File: src/rtl/image_window_renderer.sv
// image_window_renderer
// Pixel source for the VGA path: places a source image in a runtime-positioned
// window, issues image-memory addresses incrementally (no multiplier), with
// optional 2x pixel/line replication, and returns registered RGB with a
// background colour outside the window. Latency counter -> pixel is 3 cycles.
//
// Ports:
//   clk, rst            pixel clock, synchronous active-high reset
//   count_rgb           horizontal counter (0 = first active pixel)
//   reset_count_rgb     vertical counter (0 = first active line)
//   x0, y0              window top-left corner, sampled at frame start
//   scale               0 = 1x, 1 = 2x replication, sampled at frame start
//   enable              draw image, sampled at frame start
//   bg_colour           {r,g,b} shown outside the window (live)
//   rom_addr            registered image memory address
//   rom_data            {r,g,b} from synchronous memory, one cycle after rom_addr
//   red_1/green_1/blue_1 registered pixel colour
//   in_window           high when the colour outputs carry image data
//   frame_done          pulse when the last image address of a frame is issued
module image_window_renderer #(
  parameter int IMG_W     = 200,
  parameter int IMG_H     = 150,
  parameter int H_BITS    = 11,
  parameter int V_BITS    = 10,
  parameter int ADDR_BITS = 15,
  parameter int CW        = 8
) (
  input  logic                 clk,
  input  logic                 rst,
  input  logic [H_BITS-1:0]    count_rgb,
  input  logic [V_BITS-1:0]    reset_count_rgb,
  input  logic [H_BITS-1:0]    x0,
  input  logic [V_BITS-1:0]    y0,
  input  logic                 scale,
  input  logic                 enable,
  input  logic [3*CW-1:0]      bg_colour,
  output logic [ADDR_BITS-1:0] rom_addr,
  input  logic [3*CW-1:0]      rom_data,
  output logic [CW-1:0]        red_1,
  output logic [CW-1:0]        green_1,
  output logic [CW-1:0]        blue_1,
  output logic                 in_window,
  output logic                 frame_done
);

  localparam logic [H_BITS:0]    IMG_W_H = (H_BITS+1)'(IMG_W);
  localparam logic [V_BITS:0]    IMG_H_V = (V_BITS+1)'(IMG_H);
  localparam logic [H_BITS:0]    ONE_H   = (H_BITS+1)'(1);
  localparam logic [V_BITS:0]    ONE_V   = (V_BITS+1)'(1);
  localparam logic [ADDR_BITS-1:0] IMG_W_A = ADDR_BITS'(IMG_W);
  localparam logic [ADDR_BITS-1:0] ONE_A   = ADDR_BITS'(1);

  // frame shadows
  logic [H_BITS-1:0]    xs_q, xs_d, xs_e;
  logic [V_BITS-1:0]    ys_q, ys_d, ys_e;
  logic                 ss_q, ss_d, ss_e;
  logic                 es_q, es_d, es_e;
  // address generator state
  logic [ADDR_BITS-1:0] line_base_q, line_base_d, line_base_e;
  logic [ADDR_BITS-1:0] col_q, col_d, col_e;
  logic                 line_phase_q, line_phase_d, line_phase_e;
  logic                 pix_phase_q, pix_phase_d, pix_phase_e;
  // pipeline
  logic [ADDR_BITS-1:0] rom_addr_q, rom_addr_d;
  logic                 frame_done_q, frame_done_d;
  logic                 hit_d1_q, hit_d1_d;
  logic                 hit_d2_q, hit_d2_d;
  logic [3*CW-1:0]      rgb_q, rgb_d;
  logic                 in_window_q, in_window_d;

  logic                 fs, col_start, hit, h_last, v_last;
  logic [H_BITS:0]      h_ext, x_lo, x_hi, ww;
  logic [V_BITS:0]      v_ext, y_lo, y_hi, wh;

  always_comb begin
    fs = (count_rgb == '0) && (reset_count_rgb == '0);

    // On the frame-start cycle the freshly sampled config is used immediately,
    // so a window at the origin issues address 0 on that very cycle.
    xs_e         = fs ? x0     : xs_q;
    ys_e         = fs ? y0     : ys_q;
    ss_e         = fs ? scale  : ss_q;
    es_e         = fs ? enable : es_q;
    line_base_e  = fs ? '0     : line_base_q;
    line_phase_e = fs ? 1'b0   : line_phase_q;

    col_start    = (count_rgb == xs_e);
    col_e        = (fs || col_start) ? '0   : col_q;
    pix_phase_e  = (fs || col_start) ? 1'b0 : pix_phase_q;

    // one extra bit so the window end never wraps
    ww    = ss_e ? (IMG_W_H << 1) : IMG_W_H;
    wh    = ss_e ? (IMG_H_V << 1) : IMG_H_V;
    h_ext = {1'b0, count_rgb};
    v_ext = {1'b0, reset_count_rgb};
    x_lo  = {1'b0, xs_e};
    y_lo  = {1'b0, ys_e};
    x_hi  = x_lo + ww;
    y_hi  = y_lo + wh;

    hit    = es_e && (h_ext >= x_lo) && (h_ext < x_hi) &&
             (v_ext >= y_lo) && (v_ext < y_hi);
    h_last = (h_ext + ONE_H) == x_hi;
    v_last = (v_ext + ONE_V) == y_hi;

    xs_d         = xs_e;
    ys_d         = ys_e;
    ss_d         = ss_e;
    es_d         = es_e;
    line_base_d  = line_base_e;
    line_phase_d = line_phase_e;
    col_d        = col_e;
    pix_phase_d  = pix_phase_e;
    rom_addr_d   = rom_addr_q;
    frame_done_d = 1'b0;
    hit_d1_d     = hit;
    hit_d2_d     = hit_d1_q;

    if (hit) begin
      rom_addr_d  = line_base_e + col_e;
      pix_phase_d = ~pix_phase_e;
      // 2x: advance column only on the second copy of each pixel
      if (!ss_e || pix_phase_e) col_d = col_e + ONE_A;
      frame_done_d = h_last && v_last;
      if (h_last) begin
        line_phase_d = ~line_phase_e;
        // 2x: advance row only after its second display line
        if (!ss_e || line_phase_e) line_base_d = line_base_e + IMG_W_A;
      end
    end

    rgb_d       = hit_d2_q ? rom_data : bg_colour;
    in_window_d = hit_d2_q;
  end

  always_ff @(posedge clk) begin
    if (rst) begin
      xs_q         <= '0;
      ys_q         <= '0;
      ss_q         <= 1'b0;
      es_q         <= 1'b0;
      line_base_q  <= '0;
      line_phase_q <= 1'b0;
      col_q        <= '0;
      pix_phase_q  <= 1'b0;
      rom_addr_q   <= '0;
      frame_done_q <= 1'b0;
      hit_d1_q     <= 1'b0;
      hit_d2_q     <= 1'b0;
      rgb_q        <= '0;
      in_window_q  <= 1'b0;
    end else begin
      xs_q         <= xs_d;
      ys_q         <= ys_d;
      ss_q         <= ss_d;
      es_q         <= es_d;
      line_base_q  <= line_base_d;
      line_phase_q <= line_phase_d;
      col_q        <= col_d;
      pix_phase_q  <= pix_phase_d;
      rom_addr_q   <= rom_addr_d;
      frame_done_q <= frame_done_d;
      hit_d1_q     <= hit_d1_d;
      hit_d2_q     <= hit_d2_d;
      rgb_q        <= rgb_d;
      in_window_q  <= in_window_d;
    end
  end

  assign rom_addr   = rom_addr_q;
  assign frame_done = frame_done_q;
  assign red_1      = rgb_q[3*CW-1:2*CW];
  assign green_1    = rgb_q[2*CW-1:CW];
  assign blue_1     = rgb_q[CW-1:0];
  assign in_window  = in_window_q;

endmodule

File: config.mk
export PLATFORM = sky130hd
export DESIGN_NAME = image_window_renderer
export DESIGN_NICKNAME = d
export VERILOG_FILES = /design/src/rtl/image_window_renderer.sv
export SDC_FILE = /design/constraint.sdc
export NUM_CORES = 1
export LEC_CHECK = 0
export ABC_CLOCK_PERIOD_IN_PS = 7930
export BUFFER_PORTS_ARGS = -buffer_cell sky130_fd_sc_hd__buf_2
export CORE_UTILIZATION = 25
export CTS_CLUSTER_DIAMETER = 80
export DETAILED_ROUTE_END_ITERATION = 10
export PLACE_DENSITY = 0.48
export SLEW_MARGIN = 0
export SYNTH_ARGS = -nofsm -noshare
export SYNTH_HDL_FRONTEND = slang
export SYNTH_SLANG_ARGS = --single-unit
File: constraint.sdc
create_clock -name clk -period 7.93 [get_ports clk]
set_clock_uncertainty 0.1 [all_clocks]
set_input_delay 0.793 -clock clk [delete_from_list [all_inputs] [get_ports clk]]
set_output_delay 0.793 -clock clk [all_outputs]
set_load 0.05 [all_outputs]
==> flow_summary.json <==
{
  "critical_path.endpoint_type": "flop",
  "grt_max_degree": 59,
  "start_util_pct": 25.4,
  "ys_types": 83,
  "syn_area_sq_um": 7740,
  "drv_cap": 0,
  "path_clk_slew_ns": 0.08,
  "die_x_um": 178,
  "clk_latency_ns": 0.36,
  "n_antenna_cell": 0,
  "ir_drop_v": 0.0000871,
  "holdPathStages": 2,
  "die_y_um": 178,
  "syn_inst": 962,
  "period_share_pct": 84.9,
  "yosysWarnings": 0,
  "syn_avg_cell_area_sq_um": 8.05,
  "grt_pass1_wl_mm": 38.5,
  "worst_pin_slew_ns": 0.865,
  "tritoncts": "yes",
  "cts_buffer_depth": 2,
  "cts_setup_buffers": 0,
  "cts_sinks": 98,
  "grt_pass1_vias": 7107,
  "ys_ff_latch": 98,
  "crit_path_max_fanout": 24,
  "drc": 0,
  "drive_gt1_share_pct": 17.2,
  "worstSetupPathType": "primary input to flop",
  "fill_cells": 3300,
  "place_congestion": 0.806,
  "core_sq_um": 30500,
  "htreeDepth": 3,
  "drtIter0Drc": 483,
  "p_leak_uw": 0.00381,
  "synth.most_common_cell": "dfxtp_1",
  "final_hold_viol_count": 0,
  "async_flop_share_pct": 0,
  "routed_wl_mm": 24.4,
  "design_area_sq_um": 9120,
  "rsz0062_at_grt": "false",
  "rr_worst_depth": 18,
  "fin_crit_ns": 6.73,
  "track_usage_pct": 15.5,
  "outcome": "complete, no violations",
  "holdBufCountCts": 0,
  "ioPinCount": 135,
  "vias": 7399,
  "firstDrtPassIters": 5,
  "dpl.hpwl_mm": 18.6,
  "multi_input_comb_area_sq_um": 5450,
  "wl_per_cell_um": 16.6,
  "fmax_mhz": 148,
  "final_max_slew_viol_count": 0,
  "antenna_found_initial": 0,
  "synth_largest_area_cell": "dfxtp_1",
  "post_dp_cell_area_sq_um": 8800,
  "min_path_type": "flop to flop",
  "synth_area_leaders": "dfxtp_1 25%, ha_1 9.5%, mux2i_1 6.6%",
  "synth_nets": 1117,
  "gr-total-overflow": 0,
  "regArea_sq_um": 1960,
  "viasPerCell": 5.04,
  "arrival_ns": 6.92,
  "synth_top_area_share_pct": 25.3,
  "numPortBuffers": 134,
  "cp.required_ns": 8.11,
  "die_area_sq_um": 31700,
  "yosysSeqAreaShare_pct": 25.3,
  "numCtsBuffers": 9,
  "yosys_most_used_dff": "dfxtp_1",
  "cts_resized": 0,
  "netlist_top_cells_count": "98 x dfxtp_1, 95 x nor2_1, 76 x nand2_1, 61 x a21oi_1, 59 x ha_1",
  "final_nets": 1223,
  "crit_path_start_kind": "primary input",
  "row_count": 64,
  "postLayoutCoreUtil_pct": 29.9,
  "holdWs_ns": 0.352,
  "synth-edff-count": 0,
  "antenna_left": 0,
  "relSlewSlack_pct": 42.3,
  "setup-tns-final_ns": 0,
  "root_buffer": "clkbuf_16",
  "setup_viol": 0,
  "areaGrowthSynthToFinish_pct": 17.8,
  "p_per_area_nw_per_um2": 124
}
## final timing paths
path,slack (ns),to,start
max,1.20,col_q[3],count_rgb[0]
min,0.35,rom_addr[13],rom_addr[13]
min reg2reg,0.35,rom_addr[13],rom_addr[13]
max reg2reg,2.16,col_q[3],ss_q
## sequential cells by signal, indices dropped and copies added, names as in the netlist
signal / count
rgb_q: 24
col_q: 15
line_base_q: 15
rom_addr: 15
xs_q: 11
ys_q: 10
es_q: 1
frame_done: 1
hit_d1_q: 1
hit_d2_q: 1
in_window: 1
line_phase_q: 1
pix_phase_q: 1
ss_q: 1
## cells by family (layout without fill, tap and decap cells)
logic type                 Yosys count  after routing  synth area share [%]
buffers and inverters               85            196                  4.30
muxes                               62             62                  8.23
AOI/OAI and AO/OA                  209            209                  17.9
adders and majority gates           67             67                  10.8
DFF                                 98             98                  25.3
xor gates and xnor gates            65             65                  7.89
and+or+nand+nor                    376            376                  25.5
## worst max-delay path, cell delays in order
cell and delay, ns:
buf_2 0.12, inv_1 0.08, ha_1 0.18, nor4b_2 0.41, nand4_1 0.21, nor2_2 0.37, mux2i_1 0.33, inv_1 0.08
ha_1 0.24, fa_1 0.47, a311o_1 0.33, maj3_1 0.40, xnor2_1 0.15, mux2i_1 0.30, inv_1 0.08, ha_1 0.20
a211oi_1 0.19, o21ai_0 0.11, a21oi_1 0.17, o211ai_1 0.32, a21o_1 0.60, or4_1 0.61, a21oi_1 0.15
## per-stage QoR
stage,cells,power [uW],setup slack [ns]
after global routing,1469,1170,0.548
after floorplan,962,592,1.32
final,1469,1130,1.20
after detailed placement,1453,655,0.805
after global placement,1453,654,0.866
after CTS,1469,1140,1.17
## layout make-up
type	instances	share of cell area (%)
sequential	98	21.5
clock inverter	7	1.00
timing repair buffer	147	8.45
inverter	33	1.36
multi-input combinational	779	59.8
clock buffer	9	2.47
tap	396	5.43
## layer usage
metal / routed length (um) / track usage (%)
met2: 11500 / 25.3
met3: 993 / 2.31
met5: 0 / 0
met4: 391 / 4.49
met1: 11500 / 21.0
## report_power, final
part / total, uW / internal (uW) / switching (uW)
clock network: 485 / 255 / 229
logic: 143 / 51.1 / 92.4
registers: 499 / 498 / 1.31
## cell usage in the layout (no fill, tap or decap), types with 11 or more instances in the layout
cell type  Yosys  layout
a21oi_1       61      60
mux2i_1       51      51
and3_1        31      31
nor3_1        13      13
buf_4          1      14
inv_1         33      33
a31oi_1       11      11
xnor2_1       39      39
nand3_1       38      38
nand2_1       76      76
dfxtp_1       98      98
nor2_1        95      95
xor2_1        23      23
and2_1        29      29
buf_2          8     133
ha_1          59      59
a21o_1        14      14
o211ai_1      11      11
nand4_1       23      23
o21ai_0       35      35
Power figures use the tool's default switching activity.
